$ cat config.mk
export PLATFORM = sky130hd
export DESIGN_NAME = video_stream_gen_flat
export DESIGN_NICKNAME = d
export VERILOG_FILES = /design/src/rtl/video_stream_gen_if.sv /design/src/rtl/video_stream_gen.sv /design/src/flat_wrapper.sv
export SDC_FILE = /design/constraint.sdc
export NUM_CORES = 1
export LEC_CHECK = 0
export ABC_AREA = 1
export CORE_UTILIZATION = 45
export CTS_BUF_LIST = sky130_fd_sc_hd__clkbuf_8
export DETAILED_ROUTE_END_ITERATION = 10
export PLACE_DENSITY = 0.78
export SYNTH_ARGS = -nofsm -noshare
export SYNTH_HDL_FRONTEND = slang
export SYNTH_SLANG_ARGS = --single-unit
export TNS_END_PERCENT = 1
$ cat constraint.sdc
create_clock -name clk -period 2.3 [get_ports clk]
set_input_delay 0.69 -clock clk [delete_from_list [all_inputs] [get_ports clk]]
set_output_delay 0.69 -clock clk [all_outputs]
set_load 0.01 [all_outputs]
$ cat src/rtl/video_stream_gen_if.sv
// video_stream_gen_if: luma/sync stream produced by video_stream_gen and consumed by the 2D filter path.
interface video_stream_gen_if;
   logic [7:0]  y;
   logic        dv;
   logic        hs;
   logic        vs;
   logic [10:0] x;
   logic [9:0]  line;
   logic        sof;
   modport master (output y, dv, hs, vs, x, line, sof);
   modport slave  (input  y, dv, hs, vs, x, line, sof);
endinterface

$ cat src/rtl/video_stream_gen.sv
// video_stream_gen: video timing and test-pattern source with registered luma/sync outputs.
// Define VIDEO_STREAM_GEN_SCROLL_EN to scroll the patterns with an 8-bit frame counter.
module video_stream_gen #(
   parameter int H_ACTIVE = 1280,
   parameter int H_FP     = 110,
   parameter int H_SYNC   = 40,
   parameter int H_BP     = 220,
   parameter int V_ACTIVE = 720,
   parameter int V_FP     = 5,
   parameter int V_SYNC   = 5,
   parameter int V_BP     = 20
) (
   input  logic               clk,
   input  logic               rst,
   input  logic               en_i,
   input  logic [1:0]         pat_sel_i,
   input  logic [7:0]         const_i,
   video_stream_gen_if.master vid_o
);
   localparam int H_TOTAL = H_ACTIVE + H_FP + H_SYNC + H_BP;
   localparam int V_TOTAL = V_ACTIVE + V_FP + V_SYNC + V_BP;
   localparam logic [10:0] H_LAST = 11'(H_TOTAL - 1);
   localparam logic [10:0] H_ACT  = 11'(H_ACTIVE);
   localparam logic [10:0] H_HS0  = 11'(H_ACTIVE + H_FP);
   localparam logic [10:0] H_HS1  = 11'(H_ACTIVE + H_FP + H_SYNC);
   localparam logic [9:0]  V_LAST = 10'(V_TOTAL - 1);
   localparam logic [9:0]  V_ACT  = 10'(V_ACTIVE);
   localparam logic [9:0]  V_VS0  = 10'(V_ACTIVE + V_FP);
   localparam logic [9:0]  V_VS1  = 10'(V_ACTIVE + V_FP + V_SYNC);

   if (H_TOTAL > 2048 || V_TOTAL > 1024) begin : g_bad_params
      $error("video_stream_gen: H_TOTAL must be <= 2048 and V_TOTAL <= 1024");
   end

   typedef enum logic {IDLE, RUN} state_e;
   state_e      state_q, state_d;
   logic [10:0] h_q, h_d, x_q, x_d;
   logic [9:0]  v_q, v_d, line_q, line_d;
   logic [1:0]  pat_q, pat_d;
   logic [7:0]  cst_q, cst_d, y_q, y_d, scroll;
   logic        dv_q, dv_d, hs_q, hs_d, vs_q, vs_d, sof_q, sof_d;
   logic        run, frame_end, load, chk;

`ifdef VIDEO_STREAM_GEN_SCROLL_EN
   logic [7:0] frame_q;
   always_ff @(posedge clk)
      frame_q <= rst ? '0 : (frame_end && en_i) ? frame_q + 8'd1 : frame_q;
   assign scroll = frame_q;
`else
   assign scroll = '0;
`endif

   always_comb begin
      run       = state_q == RUN;
      frame_end = run && h_q == H_LAST && v_q == V_LAST;
      state_d   = run ? ((frame_end && !en_i) ? IDLE : RUN) : (en_i ? RUN : IDLE);
      h_d       = (!run || h_q == H_LAST) ? '0 : h_q + 11'd1;
      v_d       = !run ? '0 : (h_q != H_LAST) ? v_q : (v_q == V_LAST) ? '0 : v_q + 10'd1;
      // pattern selection is captured on entry to the (0,0) counter state
      load      = state_d == RUN && h_d == '0 && v_d == '0;
      pat_d     = load ? pat_sel_i : pat_q;
      cst_d     = load ? const_i : cst_q;
      chk       = h_q[5] ^ v_q[5] ^ scroll[4];
      dv_d      = run && h_q < H_ACT && v_q < V_ACT;
      y_d       = !dv_d ? '0 :
                  (pat_q == 2'd0) ? h_q[7:0] + scroll :
                  (pat_q == 2'd1) ? v_q[7:0] + scroll :
                  (pat_q == 2'd2) ? {8{chk}} : cst_q;
      hs_d      = run && h_q >= H_HS0 && h_q < H_HS1;
      vs_d      = run && v_q >= V_VS0 && v_q < V_VS1;
      x_d       = h_q;
      line_d    = v_q;
      sof_d     = run && h_q == '0 && v_q == '0;
   end

   always_ff @(posedge clk) begin
      if (rst) begin
         state_q <= IDLE;
         h_q     <= '0;
         v_q     <= '0;
         pat_q   <= '0;
         cst_q   <= '0;
         y_q     <= '0;
         dv_q    <= 1'b0;
         hs_q    <= 1'b0;
         vs_q    <= 1'b0;
         x_q     <= '0;
         line_q  <= '0;
         sof_q   <= 1'b0;
      end else begin
         state_q <= state_d;
         h_q     <= h_d;
         v_q     <= v_d;
         pat_q   <= pat_d;
         cst_q   <= cst_d;
         y_q     <= y_d;
         dv_q    <= dv_d;
         hs_q    <= hs_d;
         vs_q    <= vs_d;
         x_q     <= x_d;
         line_q  <= line_d;
         sof_q   <= sof_d;
      end
   end

   assign vid_o.y    = y_q;
   assign vid_o.dv   = dv_q;
   assign vid_o.hs   = hs_q;
   assign vid_o.vs   = vs_q;
   assign vid_o.x    = x_q;
   assign vid_o.line = line_q;
   assign vid_o.sof  = sof_q;
endmodule

$ cat src/flat_wrapper.sv
// flat-port wrapper written by rule: the top's interface ports become plain ports
module video_stream_gen_flat 
#(
   parameter int H_ACTIVE = 1280,
   parameter int H_FP     = 110,
   parameter int H_SYNC   = 40,
   parameter int H_BP     = 220,
   parameter int V_ACTIVE = 720,
   parameter int V_FP     = 5,
   parameter int V_SYNC   = 5,
   parameter int V_BP     = 20
)
  (clk, rst, en_i, pat_sel_i, const_i, vid_o_y, vid_o_dv, vid_o_hs, vid_o_vs, vid_o_x, vid_o_line, vid_o_sof);
  video_stream_gen_if vid_o_i ();
  input  logic clk;
  input  logic rst;
  input  logic en_i;
  input  logic [1:0] pat_sel_i;
  input  logic [7:0] const_i;
  output wire logic [$bits(vid_o_i.y)-1:0] vid_o_y;
  output wire logic [$bits(vid_o_i.dv)-1:0] vid_o_dv;
  output wire logic [$bits(vid_o_i.hs)-1:0] vid_o_hs;
  output wire logic [$bits(vid_o_i.vs)-1:0] vid_o_vs;
  output wire logic [$bits(vid_o_i.x)-1:0] vid_o_x;
  output wire logic [$bits(vid_o_i.line)-1:0] vid_o_line;
  output wire logic [$bits(vid_o_i.sof)-1:0] vid_o_sof;
  assign vid_o_y = vid_o_i.y;
  assign vid_o_dv = vid_o_i.dv;
  assign vid_o_hs = vid_o_i.hs;
  assign vid_o_vs = vid_o_i.vs;
  assign vid_o_x = vid_o_i.x;
  assign vid_o_line = vid_o_i.line;
  assign vid_o_sof = vid_o_i.sof;
  video_stream_gen #(.H_ACTIVE(H_ACTIVE), .H_FP(H_FP), .H_SYNC(H_SYNC), .H_BP(H_BP), .V_ACTIVE(V_ACTIVE), .V_FP(V_FP), .V_SYNC(V_SYNC), .V_BP(V_BP)) u_core (.clk(clk), .rst(rst), .en_i(en_i), .pat_sel_i(pat_sel_i), .const_i(const_i), .vid_o(vid_o_i));
endmodule
Word level (Yosys, flattened, before mapping)
Cells that the tools add are included.

Register bits: 65. Input port bits: 13. Output and inout bits: 33. Logic and storage cells: 59.

Add/subtract/negate cells: 2. Magnitude comparators: 6. Equality and inequality tests: 5. Multiplexer cells: 10. Bitwise gates (word level): 2. Reductions and logical operators: 22.

Operator list (count): 10-bit 2-to-1 mux (3); 8-bit 2-to-1 mux (3); 11-bit logical NOT (2); 11-bit less-than comparator, second input constant (2); 10-bit logical NOT (2); 10-bit less-than comparator, second input constant (2); 1-bit logical AND (13); 11-bit by 1-bit adder with 11-bit output, second input constant (1); 11-bit equality test, second input constant (1); 11-bit >= comparator, second input constant (1); 11-bit 2-to-1 mux (1); 11-bit inequality test, second input constant (1); 10-bit by 1-bit adder with 10-bit output, second input constant (1); 10-bit equality test, second input constant (1); 10-bit >= comparator, second input constant (1); 1-bit 2-to-1 mux (3); 2-bit by 1-bit equality test with 1-bit output, second input constant (1); 2-bit equality test, second input constant (1); 1-bit logical NOT (2); 2-bit logical NOT (1); 2-bit OR reduction (1); 1-bit logical OR (1); 1-bit inverter (1); 1-bit bitwise XOR (1).

Longest topological paths before layout
Gate-level depths: netlist (run 1).

Depth in word-level cells: 8. Mapped depth: 17. Depth with buffers taken out: 16.

Worst setup path before layout (run 1)
No wires, ideal clock.

Kind: register to register. Start point: register u_core.h_q[0]. End point: register u_core.cst_q[0]. Setup time: 115 ps. Arrival: 1845 ps. Required time: 2185 ps. Slack: 340 ps. Cell stages (with the launch flop): 17. Path buffers: 2. Clock period less this slack: 1960 ps. Path through: dfxtp_1 > ha_1 > inv_1 > nor2_1 > nand3_1 > nor2_4 > nor2_4 > buf_8 > nand2_4 > nand2_4 > nor2_4 > nand3_2 > nor2_4 > buf_6 > nand3_1 > nand2_1 > nor2_1.

Longest elaborated chain between the ends: 8. Elaborated cells between the ends (all ways): 16. Those cells by class: add/sub: 1; eq/ne: 2; mux: 5; reduce/logical: 8.

Ends and longest elaborated chain: start: declaration (RTL line video_stream_gen.sv:37) `logic [10:0] h_q, h_d, x_q, x_d;`; start signal: assignment (RTL line video_stream_gen.sv:79) `h_q <= '0;`; start signal: assignment (RTL line video_stream_gen.sv:92) `h_q <= h_d;`; parallel branches: the longest is 7 deep, another holds 11-bit by 1-bit adder with 11-bit output; 1-bit logical AND * (RTL line video_stream_gen.sv:60) `load = state_d == RUN && h_d == '0 && v_d == '0;`; end signal: assignment (RTL line video_stream_gen.sv:95) `cst_q <= cst_d;`; end: declaration (RTL line video_stream_gen.sv:40) `logic [7:0] cst_q, cst_d, y_q, y_d, scroll;`.

Mark *: on every way between the ends. A chain may end at the register's enable or synchronous reset.

Worst setup path after layout (run 1)
Start point: register u_core.h_q[1]. End point: register u_core.cst_q[5].

Same word-level chain as after synthesis.

==> results by group, run 1 <==
Worst setup path
  – Worst setup SP type: register
  – Reg2reg path depth: 17
  – CP Cell Sequence: inv_2 > ha_4 > inv_2 > nor2_2 > nand3_2 > nor2_4 > nor2_4 > buf_6 > nand2_4 > nand2_2 > nor2_2 > nand2_2 > nor2_4 > clkbuf_16 > nand3_1 > nand2_1 > nor2_1
  – CP Capture Type: register
  – Setup crit end: u_core.cst_q[5]
  – Critical path buffer and inverter count: 4
  – Reg2reg end: u_core.cst_q[5]
  – Cell count along the critical path: 17
  – Most common cell on crit path: nor2_4
  – Crit path arrival time: 2.51 ns
  – Slowest cell on crit path: dfxtp_2
  – Largest fanout on the critical path: 7
  – CP max stage delay: 0.33 ns
  – Required time of the critical path: 2.54 ns
  – Worst r2r src: u_core.h_q[1]
  – Crit path launch: u_core.h_q[1]
  – Top cell family by delay on the critical path: simple AND/OR/NAND/NOR gates
  – R2r setup slk: 0.04 ns
  – WS Path Type: register to register

Synth
  – Library cells used by synthesis: 33
  – Synthesized area per cell: 7.01 µm²
  – Most used DFF post-synth: dfxtp_1
  – Post-Syn Instances: 459
  – Asr flop ratio synth: 0
  – Mapped Area: 3220 µm²
  – Seq/Total Area, Yosys: 0.404
  – #FFs+latches synth: 65
  – YS warnings: 0
  – Syn Nets: 479
  – Post-synth EDFFs: 0

Clocking
  – Clock buffer depth: 2
  – Clock Latency Late Sink: 0.34 ns
  – Clk sinks: 65
  – Clock slew at reported path FFs: 0.08 ns
  – H-tree levels: 3
  – Clock root cell: clkbuf_8
  – # hold bufs at CTS: 0
  – Total CTS buffers: 9
  – TritonCTS clock tree: built

Floorplanning
  – Die area: 7500 µm²
  – Core area: 6870 µm²
  – Starting density of the core: 0.469
  – Row cnt: 30
  – DIE WIDTH: 86.6 µm
  – Die span in y: 86.6 µm
  – Top Ports: 46

Final layout
  – Ant diodes: 0
  – Synth-to-Final Area Change: 35.3%
  – Most frequent cells in the layout: nand2_1 (105), nor2_1 (74), dfxtp_1 (60)
  – Fillers: 593
  – Most common cell after layout, fill and taps aside: nand2_1
  – FF+latch area: 1310 µm²
  – Final core occ: 0.634
  – Nets: 559
  – Multi-input logic area: 1660 µm²
  – Final instance area: 4350 µm²
  – Non-Filler Instances: 640
  – Layout cells sized above 1: 0.189

Global route
  – Overall routing resource usage: 0.233
  – First-pass GRT wire length: 13400 µm
  – Global route overflow: 0
  – Initial antenna violation count: 0
  – Vias in the first global route: 2856
  – Largest net degree at the start of global routing: 44

Power and ir drop
  – Int Pwr: 1920 µW
  – Switching part of the total: 0.248
  – Clk pwr share: 0.438
  – Combinational Power Share: 0.103
  – Net load switching power: 634 µW
  – Sequential power share: 0.459
  – Peak VDD IR: 0.000324 V
  – P per Cell Area: 586 nW/µm²
  – Leakage: 0.00189 µW

Detailed routing
  – Initial DRT Pass Iterations: 5
  – DRC viols: 0
  – Starting DRT DRC Count: 254
  – Final ANT Viol Nets: 0
  – DRT Wirelength: 8920 µm
  – Via-per-instance ratio: 5.09
  – Wire per inst: 13.9 µm
  – Via count: 3259

Timing
  – Clk_skew: 0.00520 ns
  – Max Freq: 442 MHz
  – Setup WS post-layout: 0.0357 ns
  – Final setup fails: 0
  – Slew @ Worst Pin: 0.457 ns
  – Crit path time final: 2.26 ns
  – Final max-slew violation count: 0
  – Final Hold Fails: 0
  – Final hold slack: 0.494 ns
  – Slew headroom: 0.696
  – Final critical-path share of the clock period: 0.984

Placement
  – HPWL Detailed: 6090 µm
  – Pre-CTS setup slack: 0.0781 ns
  – Routability congestion estimate: 0.946
  – Placed Instances: 614
  – # port buffers: 45
  – Placed inst area: 3900 µm²

Flow run
  – MaxCap Viol Count: 0

Worst hold path
  – Worst Hold Class: register to register

Outcome
  – Outcome: complete, no violations
[power groups by stage]
stage	registers [µW]	logic, µW	clock network (µW)
floorplan	1190	145	0
global placement	1200	206	0
detailed placement	1200	210	0
CTS	1170	211	1120
global route	1170	287	1180
finish	1170	262	1120
[cells by family after synthesis]
family,Yosys count,synth area share
adders and majority gates,7,0.0272
AOI/OAI and AO/OA,43,0.0793
xor gates and xnor gates,3,0.00816
buffers and inverters,73,0.109
DFF,65,0.404
and+or+nand+nor,268,0.372
[stage by stage]
stage / setup TNS [ns] / power (µW)
2_1_floorplan: 0 / 1340
3_3_place_gp: 0 / 1400
3_5_place_dp: 0 / 1410
4_1_cts: 0 / 2510
5_1_grt: -0.142 / 2640
6_report: 0 / 2550
[worst register-to-register path: stages (launching register included)]
cell and delay (ns):
dfxtp_2 0.33, inv_2 0.08, ha_4 0.15, inv_2 0.04, nor2_2 0.11, nand3_2 0.09, nor2_4 0.20, nor2_4 0.11
buf_6 0.15, nand2_4 0.05, nand2_2 0.05, nor2_2 0.10, nand2_2 0.08, nor2_4 0.25, clkbuf_16 0.20, nand3_1 0.07
nand2_1 0.07, nor2_1 0.04
[registers in the layout, summed over array words and instances, names as in the netlist]
register / flops
u_core.cst_q: 8
u_core.h_q: 11
u_core.line_d: 10
u_core.pat_q: 2
u_core.run: 1
u_core.vid_o.dv: 1
u_core.vid_o.hs: 1
u_core.vid_o.line: 10
u_core.vid_o.sof: 1
u_core.vid_o.vs: 1
u_core.vid_o.x: 11
u_core.vid_o.y: 8
[cell usage after synthesis (7+ instances only)]
| master | count | area, µm² |
|---|---|---|
| nand2_1 | 110 | 413 |
| nor2_1 | 80 | 300 |
| dfxtp_1 | 65 | 1300 |
| inv_1 | 55 | 206 |
| nand3_1 | 34 | 170 |
| a21oi_1 | 22 | 110 |
| nor3_1 | 10 | 50.1 |
| a41oi_1 | 8 | 70.1 |
| nand4_1 | 8 | 50.1 |
| ha_1 | 7 | 87.6 |
[repair_timing]
action                                  4_1_cts  5_1_grt
gates resized for setup                       0       38
setup buffers                                 0        7
hold endpoints to repair                      0        0
endpoints found under the setup margin        0       10
[metal layers]
layer / up-vias / GRT usage / share of wire
met5: - / 0 / 0
met4: 0 / 0.0970 / 0.026
met3: 21 / 0.0543 / 0.069
met2: 140 / 0.374 / 0.48
met1: 1474 / 0.302 / 0.43
li1: 1624 / - / -
[worst min-delay path by stage]
| stage | end | slack [ns] | cells after the start | from |
|---|---|---|---|---|
| 3_3_place_gp | u_core.cst_q[4] | 0.47 | 2 | u_core.cst_q[4] |
| 5_1_grt | u_core.cst_q[4] | 0.52 | 2 | u_core.cst_q[4] |
| 6_report | u_core.vid_o.x[6] | 0.49 | 2 | u_core.h_q[6] |
| 2_1_floorplan | u_core.cst_q[0] | 0.45 | 2 | u_core.cst_q[0] |
| 3_5_place_dp | u_core.cst_q[6] | 0.47 | 2 | u_core.cst_q[6] |
| 4_1_cts | u_core.vid_o.x[6] | 0.49 | 2 | u_core.h_q[6] |
[layout make-up]
type	instances	share of cell area
inverters	57	0.0491
repair buffers	84	0.188
clock buffers	10	0.0316
well taps	96	0.0276
clock inverters	6	0.0207
multi-input cells	322	0.382
flip-flops and latches	65	0.301
No activity file was read; power rests on OpenSTA's default activity.
==> run 2: changes to the inputs <==
--- a/config.mk
+++ b/config.mk
@@ -6,10 +6,11 @@
 export NUM_CORES = 1
 export LEC_CHECK = 0
 export ABC_AREA = 1
+export CORE_ASPECT_RATIO = 2
 export CORE_UTILIZATION = 45
 export CTS_BUF_LIST = sky130_fd_sc_hd__clkbuf_8
 export DETAILED_ROUTE_END_ITERATION = 10
-export PLACE_DENSITY = 0.78
+export PLACE_DENSITY = 0.81
 export SYNTH_ARGS = -nofsm -noshare
 export SYNTH_HDL_FRONTEND = slang
 export SYNTH_SLANG_ARGS = --single-unit
==> constraint.sdc (replaced) <==
create_clock -name clk -period 2 [get_ports clk]
set_input_delay 0.6 -clock clk [delete_from_list [all_inputs] [get_ports clk]]
set_output_delay 0.6 -clock clk [all_outputs]
set_load 0.01 [all_outputs]
==> results by group, run 2 (same netlist as run 1, synthesis figures left out) <==
Worst setup path
  – WS Path Type: register to register
  – CP max stage delay: 0.42 ns (+0.09 ns)
  – CP Capture Type: register
  – Largest fanout on the critical path: 10 (+3)
  – Worst setup SP type: register
  – Crit path arrival time: 2.39 ns (-0.12 ns)
  – Reg2reg path depth: 11 (-6)
  – Required time of the critical path: 2.26 ns (-0.28 ns)
  – Slowest cell on crit path: dfxtp_1
  – CP Cell Sequence: inv_1 > nor3_1 > buf_4 > nand2_1 > o21ai_0 > nand3_1 > nand3_2 > nor2_4 > clkbuf_16 > a21oi_1 > nor2_1

Timing
  – Final Hold Fails: 0 (unchanged)
  – Slew @ Worst Pin: 0.520 ns (+0.0634 ns)
  – Setup WS post-layout: -0.135 ns (-0.171 ns)
  – Final critical-path share of the clock period: 1.07 (+0.0831)
  – RSZ-0062 raised after global routing: yes
  – Final max-slew violation count: 0 (unchanged)
  – Final setup fails: 10 (+10)
  – Slew headroom: 0.652 (-0.0435)
  – Max Freq: 468 MHz (+6.0%)
  – Crit path time final: 2.14 ns (-0.129 ns)
  – Clk_skew: 0.0125 ns (+0.00728 ns)

Power and ir drop
  – Leakage: 0.00202 µW (+6.8%)
  – P per Cell Area: 616 nW/µm² (+5.0%)
  – Total power: 2790 µW (+9.4%)
  – Peak VDD IR: 0.000545 V (+68%)

Final layout
  – Synth-to-Final Area Change: 40.8%
  – Nets: 585 (+4.7%)
  – Most frequent cells in the layout: nand2_1 (105), nor2_1 (70), dfxtp_1 (62)
  – Final core occ: 0.653 (+0.0194)
  – Fillers: 566 (-4.6%)
  – Layout cells sized above 1: 0.219 (+0.0300)
  – Most common cell after layout, fill and taps aside: nand2_1
  – Ant diodes: 0 (unchanged)

Detailed routing
  – Starting DRT DRC Count: 190 (-25%)
  – Final ANT Viol Nets: 0 (unchanged)
  – Via count: 3440 (+5.6%)
  – Via-per-instance ratio: 5.21 (+2.4%)
  – Wire per inst: 14.3 µm (+2.9%)
  – DRT Wirelength: 9470 µm (+6.1%)
  – Initial DRT Pass Iterations: 5 (unchanged)
  – DRC viols: 0 (unchanged)

Clocking
  – H-tree levels: 3 (unchanged)
  – Total CTS buffers: 9 (unchanged)
  – TritonCTS clock tree: built
  – Clk sinks: 65 (unchanged)
  – Clock Latency Late Sink: 0.36 ns (+0.02 ns)
  – Clock root cell: clkbuf_8
  – # hold bufs at CTS: 0 (unchanged)
  – Clock buffer depth: 2 (unchanged)
  – Clock slew at reported path FFs: 0.07 ns (about the same)

Global route
  – Initial antenna violation count: 0 (unchanged)
  – Global route overflow: 0 (unchanged)
  – Overall routing resource usage: 0.267 (+0.0343)
  – Largest net degree at the start of global routing: 44 (unchanged)
  – First-pass GRT wire length: 14500 µm (+8.1%)
  – Vias in the first global route: 3179 (+11%)

Worst hold path
  – Hold Crit Depth: 2 (unchanged)
  – Worst Hold Class: register to register

Flow run
  – MaxCap Viol Count: 0 (unchanged)

Placement
  – Routability congestion estimate: 1.00 (+6.0%)
  – Pre-CTS setup slack: -0.147 ns (-0.225 ns)
  – HPWL Detailed: 6940 µm (+14%)
  – # port buffers: 45 (unchanged)

Outcome
  – Outcome: finished, violations left
  – Failing checks: setup timing

Floorplanning
  – Core area: 6940 µm² (+1.0%)
  – Die area: 7520 µm² (+0.28%)
  – Row cnt: 43 (+43%)
  – Top Ports: 46 (unchanged)
  – Starting density of the core: 0.464 (-0.00482)
  – Die span in y: 122 µm (+40%)
  – DIE WIDTH: 61.8 µm (-29%)
==> run 2: final cells by class <==
| cell class | count | area, µm² | share of cell area |
|---|---|---|---|
| Clock inverter | 4 | 42.5 | 0.00938 |
| Tap cell | 90 | 113 | 0.0248 |
| Timing Repair Buffer | 111 | 1040 | 0.229 |
| Clock buffer | 12 | 165 | 0.0364 |
| Sequential cell | 65 | 1310 | 0.288 |
| Inverter | 57 | 214 | 0.0472 |
| Multi-Input combinational cell | 321 | 1650 | 0.365 |
==> run 2: layer usage <==
metal	up-vias	global-route usage	part of all wire	routed length [µm]
li1	1674	-	-	-
met1	1575	0.269	0.35	3330
met2	142	0.453	0.54	5070
met3	49	0.0584	0.048	451
met4	0	0.201	0.064	609
met5	-	0	0	0
==> run 2: worst paths after layout <==
path	startpoint	endpoint	slack [ns]
setup / recovery	u_core.h_q[8]	u_core.cst_q[7]	-0.14
hold / removal	u_core.cst_q[3]	u_core.cst_q[3]	0.49
setup reg to reg	u_core.h_q[8]	u_core.cst_q[7]	-0.14
hold reg to reg	u_core.cst_q[3]	u_core.cst_q[3]	0.49
==> run 2: metrics by stage <==
step | instance area [µm²] | instances | hold WS [ns] | TNS [ns]
floorplan | 3220 | 459 | 0.452 | 0
global placement | 4170 | 641 | 0.462 | -1.39
detailed placement | 4170 | 641 | 0.474 | -1.89
CTS | 4400 | 657 | 0.493 | -0.554
global route | 4530 | 660 | 0.524 | -2.56
finish | 4530 | 660 | 0.494 | -1.13
==> run 2: what timing repair did <==
action,in CTS,in global routing
resized for setup,9,23
pin swaps,1,8
setup endpoints to repair,10,10
setup buffers,0,1
gates cloned,0,3
==> run 2: where the power goes <==
part	leakage [µW]	internal (µW)	switching (µW)	total [µW]
combinational	0.00137	134	153	286
clock	0.000115	667	490	1160
sequential	0.000529	1330	21.8	1350
total	0.00202	2130	665	2790
==> run 2: worst max-delay path: cells and delay by family (launching register included) <==
family	cells	cell delay (ns)
AND/OR/NAND/NOR	6	0.78
buffers and inverters	3	0.49
flip-flops	1	0.42
AO/OA/AOI/OAI	2	0.34
